$ cat src/rtl/uart_pkg.sv
// uart_pkg: definitions shared by the UART blocks.
//   rx_state_t         - receiver frame-tracking states
//   DATA_BITS_DEFAULT  - default word width (matches the transmitter)
//   OVERSAMPLE_DEFAULT - default baud_tick pulses per bit period
//   majority3()        - 2-of-3 vote used for the bit decision
package uart_pkg;

  typedef enum logic [2:0] {
    WAIT_HIGH,
    IDLE,
    START,
    DATA,
    STOP
  } rx_state_t;

  localparam int DATA_BITS_DEFAULT  = 7;
  localparam int OVERSAMPLE_DEFAULT = 16;

  function automatic logic majority3(input logic a, input logic b, input logic c);
    return (a & b) | (a & c) | (b & c);
  endfunction

endpackage

$ cat src/rtl/sync_2ff.sv
// sync_2ff: two-flop synchronizer for a single asynchronous level.
//   clk   - destination clock
//   rst_n - synchronous active-low reset; both flops load RESET_VAL
//   d     - asynchronous input
//   q     - synchronized output, two clk of latency
// Also used for cts on the transmit side.
module sync_2ff #(
  parameter logic RESET_VAL = 1'b0
) (
  input  logic clk,
  input  logic rst_n,
  input  logic d,
  output logic q
);

  logic meta_q, meta_d;
  logic sync_q, sync_d;

  always_comb begin
    meta_d = d;
    sync_d = meta_q;
  end

  always_ff @(posedge clk) begin
    if (!rst_n) begin
      meta_q <= RESET_VAL;
      sync_q <= RESET_VAL;
    end else begin
      meta_q <= meta_d;
      sync_q <= sync_d;
    end
  end

  assign q = sync_q;

endmodule

$ cat src/rtl/uart_rx.sv
// uart_rx: oversampling UART receiver with a one-word holding register.
//   clk         - system clock
//   rst_n       - synchronous active-low reset
//   baud_tick   - one-cycle enable, OVERSAMPLE pulses per bit period
//   rx          - asynchronous serial input, idle high
//   rx_data     - holding-register contents (LSB-first assembled word)
//   rx_valid    - holding register full
//   rx_ready    - consumer takes rx_data when rx_valid & rx_ready
//   rts         - ready-to-send to the far end (~rx_valid)
//   framing_err - one-cycle pulse: stop bit sampled low
//   overrun_err - one-cycle pulse: frame finished while the register was full
module uart_rx
  import uart_pkg::*;
#(
  parameter int DATA_BITS  = DATA_BITS_DEFAULT,
  parameter int OVERSAMPLE = OVERSAMPLE_DEFAULT
) (
  input  logic                 clk,
  input  logic                 rst_n,
  input  logic                 baud_tick,
  input  logic                 rx,
  output logic [DATA_BITS-1:0] rx_data,
  output logic                 rx_valid,
  input  logic                 rx_ready,
  output logic                 rts,
  output logic                 framing_err,
  output logic                 overrun_err
);

  localparam int TW = $clog2(OVERSAMPLE);
  localparam int BW = (DATA_BITS > 1) ? $clog2(DATA_BITS) : 1;

  localparam logic [TW-1:0] T_MID_M1 = TW'(OVERSAMPLE / 2 - 1);
  localparam logic [TW-1:0] T_MID    = TW'(OVERSAMPLE / 2);
  localparam logic [TW-1:0] T_MID_P1 = TW'(OVERSAMPLE / 2 + 1);
  localparam logic [TW-1:0] T_LAST   = TW'(OVERSAMPLE - 1);
  localparam logic [BW-1:0] LAST_BIT = BW'(DATA_BITS - 1);

  logic rx_s;

  sync_2ff #(.RESET_VAL(1'b1)) u_sync (
    .clk   (clk),
    .rst_n (rst_n),
    .d     (rx),
    .q     (rx_s)
  );

  rx_state_t              state_q, state_d;
  logic [TW-1:0]          tick_cnt_q, tick_cnt_d;
  logic [BW-1:0]          bit_cnt_q, bit_cnt_d;
  logic [DATA_BITS-1:0]   shift_q, shift_d;
  logic [1:0]             samp_q, samp_d;      // rx_s at ticks MID-1 and MID
  logic [DATA_BITS-1:0]   rx_data_q, rx_data_d;
  logic                   rx_valid_q, rx_valid_d;
  logic                   framing_err_q, framing_err_d;
  logic                   overrun_err_q, overrun_err_d;
  logic                   maj;
  logic                   commit;

  // Bit decision: the two stored samples plus the live one at tick MID+1.
  assign maj = majority3(samp_q[0], samp_q[1], rx_s);

  always_comb begin
    state_d       = state_q;
    tick_cnt_d    = tick_cnt_q;
    bit_cnt_d     = bit_cnt_q;
    shift_d       = shift_q;
    samp_d        = samp_q;
    rx_data_d     = rx_data_q;
    rx_valid_d    = rx_valid_q;
    framing_err_d = 1'b0;
    overrun_err_d = 1'b0;
    commit        = 1'b0;

    // Inside a frame every tick advances the oversample counter; the
    // power-of-two width makes it wrap at OVERSAMPLE-1 on its own.
    if (baud_tick && (state_q inside {START, DATA, STOP})) begin
      tick_cnt_d = tick_cnt_q + 1'b1;
      if (tick_cnt_q == T_MID_M1) samp_d[0] = rx_s;
      if (tick_cnt_q == T_MID)    samp_d[1] = rx_s;
    end

    case (state_q)
      WAIT_HIGH: begin
        // A line stuck low after a framing error must go high before
        // another start bit can be recognised.
        if (rx_s) state_d = IDLE;
      end
      IDLE: begin
        if (baud_tick && !rx_s) begin
          state_d    = START;
          tick_cnt_d = '0;
        end
      end
      START: begin
        if (baud_tick) begin
          if (tick_cnt_q == T_MID_M1 && rx_s) begin
            state_d = IDLE;                      // glitch, not a start bit
          end else if (tick_cnt_q == T_LAST) begin
            state_d    = DATA;
            bit_cnt_d  = '0;
            tick_cnt_d = '0;
          end
        end
      end
      DATA: begin
        if (baud_tick) begin
          if (tick_cnt_q == T_MID_P1) begin
            // LSB arrives first, so new bits enter at the top and slide down.
            shift_d = DATA_BITS'({maj, shift_q} >> 1);
          end
          if (tick_cnt_q == T_LAST) begin
            if (bit_cnt_q == LAST_BIT) state_d = STOP;
            else                       bit_cnt_d = bit_cnt_q + 1'b1;
          end
        end
      end
      STOP: begin
        // Decide at mid stop bit rather than waiting for its end so a
        // slightly fast transmitter's next start edge is not missed.
        if (baud_tick && tick_cnt_q == T_MID_P1) begin
          if (maj) begin
            commit  = 1'b1;
            state_d = IDLE;
          end else begin
            framing_err_d = 1'b1;
            state_d       = WAIT_HIGH;
          end
        end
      end
      default: state_d = WAIT_HIGH;
    endcase

    // Holding register: a commit may replace a word consumed on the same edge.
    if (commit) begin
      if (!rx_valid_q || rx_ready) begin
        rx_data_d  = shift_q;
        rx_valid_d = 1'b1;
      end else begin
        overrun_err_d = 1'b1;
      end
    end else if (rx_valid_q && rx_ready) begin
      rx_valid_d = 1'b0;
    end
  end

  always_ff @(posedge clk) begin
    if (!rst_n) begin
      state_q       <= WAIT_HIGH;
      tick_cnt_q    <= '0;
      bit_cnt_q     <= '0;
      shift_q       <= '0;
      samp_q        <= '0;
      rx_data_q     <= '0;
      rx_valid_q    <= 1'b0;
      framing_err_q <= 1'b0;
      overrun_err_q <= 1'b0;
    end else begin
      state_q       <= state_d;
      tick_cnt_q    <= tick_cnt_d;
      bit_cnt_q     <= bit_cnt_d;
      shift_q       <= shift_d;
      samp_q        <= samp_d;
      rx_data_q     <= rx_data_d;
      rx_valid_q    <= rx_valid_d;
      framing_err_q <= framing_err_d;
      overrun_err_q <= overrun_err_d;
    end
  end

  assign rx_data     = rx_data_q;
  assign rx_valid    = rx_valid_q;
  assign rts         = ~rx_valid_q;
  assign framing_err = framing_err_q;
  assign overrun_err = overrun_err_q;

endmodule

$ cat config.mk
export PLATFORM = sky130hd
export DESIGN_NAME = uart_rx
export DESIGN_NICKNAME = d
export VERILOG_FILES = /design/src/rtl/uart_pkg.sv /design/src/rtl/sync_2ff.sv /design/src/rtl/uart_rx.sv
export SDC_FILE = /design/constraint.sdc
export NUM_CORES = 1
export LEC_CHECK = 0
export ABC_AREA = 1
export BUFFER_PORTS_ARGS = -buffer_cell sky130_fd_sc_hd__buf_2
export CORE_MARGIN = 3
export CORE_UTILIZATION = 30
export CTS_CLUSTER_SIZE = 20
export DETAILED_ROUTE_END_ITERATION = 8
export GPL_ROUTABILITY_DRIVEN = 0
export PLACE_DENSITY_LB_ADDON = 0.25
export RECOVER_POWER = 50
export SKIP_LAST_GASP = 1
export SYNTH_ARGS = -nofsm -noshare
export SYNTH_HDL_FRONTEND = slang
export SYNTH_SLANG_ARGS = --single-unit
$ cat constraint.sdc
create_clock -name clk -period 1.6 [get_ports clk]
set_clock_uncertainty 0.2 [all_clocks]
set_input_delay 0.32 -clock clk [delete_from_list [all_inputs] [get_ports clk]]
set_output_delay 0.32 -clock clk [all_outputs]
set_load 0.02 [all_outputs]
==> out/results.txt <==
Status: completed
Routed Antenna Nets: 0
Fin. max-slew vios: 0
Vias post-DR: 1373
IO Count: 16
Largest vdd supply drop: 655 uV
FF-to-FF Start: tick_cnt_q[1]
Worst setup path startpoint: tick_cnt_q[1]
Die area: 5750 um2
Post-synth top area share: 42.4%
Die Wd: 75.9 um
Dpl ws: -52.8 ps
Skew-Pair Late Insertion Delay: 280 ps
Area contributors post-synth: dfxtp_1, nand2_1, nor2_1
Die Span Y: 75.9 um
Power per Cell Area: 1140 nW/um2
Crit-path max FO: 7
CTS Buf Count: 5
Largest net degree at the start of global routing: 18
CP Class: reg2reg
Syn Inst Count: 208
Clock sinks: 31
Critical-path cell list: inv_4 -> ha_4 -> nand2_2 -> inv_2 -> nand2_4 -> inv_4 -> nand2_4 -> nor2_4 -> buf_12 -> nand2_1 -> nand2_1 -> nor2_1
FMAX: 635 MHz
GRT Total Usage: 11.5%
Total negative slack: 0 ps
Period minus WS final: 1570 ps
RSZ-0062 raised after global routing: yes
Register Area: 632 um2
Buf+Inv Stages, Crit Path: 4
Clock Path Buffers: 2
Required @ worst endpoint: 1580 ps
Layout Nets: 255
Grt total ovfl: 0
Core Region: 4530 um2
Initial antenna violation count: 0
Final Cycle Share: 98.4%
First-pass GRT wire length: 5.02 mm
Top Family by Delay on Critical Path: simple AND/OR/NAND/NOR gates
Final WL: 3.06 mm
DRC Markers: 0
Syn nets: 218
Most frequent cells in the layout: nand2_1, nor2_1, dfxtp_1
Post-Syn Area per Cell: 7.04 um2
Reg-to-reg slack, setup: 30 ps
Clock Root Buffer: clkbuf_8
Relative slew slack: 82.7%
Max_cap viols: 0
Setup crit end kind: flop
Routed WL per cell: 9.85 um
Register area share after synthesis: 42.4%
TritonCTS clock tree: built
Area occupied by multi-input gates: 850 um2
Arrival time worst endpoint: 1550 ps
Via/cell ratio: 4.41
Final-report setup violation count: 0
I/O Buffers: 15
Area Overhead vs Synth: 37.6%
Yosys cell types: 24
Vias in the first global route: 1171
# fillers: 473
Dominant cell type by area after synthesis: dfxtp_1
Crit path launch type: flop
Leakage: 0.000808 uW
FF+latch count, synth: 31
Hold Vio Cnt, Final: 0
Slowest stage cell, crit path: dfxtp_4
Starting Density: 32.3%
PnR Total Power: 2290 uW
Worst hold start: rx
H-tree Lvls: 2
DRT Pass-1 Iters: 4
Max incr delay on CP: 370 ps
Yosys warning count: 0
Share of layout cells above drive strength 1: 34.6%
HPWL after DPL: 2.13 mm
Final WS setup: 25.1 ps
Cell Rows: 24
Most common cell after layout, fill and taps aside: nand2_1
Hold WC Path Type: in2reg
1st-iter DRT viols: 42
Slew @ Worst Pin: 260 ps
ANT cells: 0
Cell Area, Synth: 1460 um2
Clock transition at path regs: 70 ps
[where the power goes]
part | internal (uW) | switching [uW] | leakage (uW)
registers | 822 | 67.1 | 0.000254
clock network | 503 | 293 | 0.0000612
logic | 235 | 371 | 0.000493
total | 1560 | 731 | 0.000808
[through the flow]
stage	area, um2	std cells	hold WS [ps]	utilization (%)
global route	2010	311	15.4	44.4
detailed placement	1700	296	200	37.4
global placement	1700	296	202	37.4
CTS	1820	304	12.3	40.2
floorplan	1460	208	193	-
finish	2010	311	25.9	44.4
[state kept, by name, indices dropped and copies added, names as in the netlist, 2 cells and up]
| signal | flops |
|---|---|
| state_q | 3 |
| rx_data | 7 |
| tick_cnt_q | 4 |
| bit_cnt_q | 3 |
| samp_q | 2 |
| shift_q | 7 |
[kinds of logic after synthesis]
kind of cell / Yosys count / share of synthesized area (%)
adders and majority gates: 5 / 4.27
xor gates and xnor gates: 3 / 1.80
and+or+nand+nor: 108 / 31.8
DFF: 31 / 42.4
AOI/OAI and AO/OA: 33 / 11.8
buffers and inverters: 28 / 7.95
[synth_stat cells]
| master | number |
|---|---|
| o21ai_0 | 15 |
| nor2_1 | 33 |
| inv_2 | 3 |
| clkinv_2 | 1 |
| nand4_1 | 2 |
| nor2_4 | 2 |
| ha_1 | 5 |
| o21ai_1 | 2 |
| buf_6 | 1 |
| xor2_1 | 2 |
| a21oi_1 | 14 |
| inv_1 | 20 |
| or2_2 | 3 |
| xnor2_1 | 1 |
| a21oi_2 | 2 |
| nor3_1 | 2 |
| nand2_2 | 3 |
| nand2_1 | 50 |
| nor2_2 | 4 |
| nand3_1 | 8 |
| buf_2 | 2 |
| clkbuf_1 | 1 |
| nor4_1 | 1 |
| dfxtp_1 | 31 |
[repair_timing]
action	4_1_cts	5_1_grt
pin swaps	0	13
endpoints found under the setup margin	5	25
resized for setup	2	51
setup buffers	0	6
hold buffers	0	0
cloned	0	1
[area by class of cell]
class | count | area share (%)
Sequential cell | 31 | 31.4
Timing Repair Buffer | 34 | 11.9
Tap cell | 65 | 4.04
Multi-Input combinational cell | 149 | 42.2
Clock inverter | 2 | 1.74
Clock buffer | 6 | 4.10
Inverter | 24 | 4.72
[metal layers]
metal,global-route usage (%),share of wire [%],up-vias
li1,-,-,730
met1,15.0,48,619
met2,17.1,45,19
met3,4.75,4.9,5
met4,4.08,1.3,0
met5,0,0,-
[worst paths after layout]
kind,to,depth (start not counted)
worst min-delay path,u_sync.meta_q,2
worst max register to register,rx_data[1],12
worst min register to register,u_sync.q,1
worst max-delay path,rx_data[1],12
No activity file was read; power rests on OpenSTA's default activity.
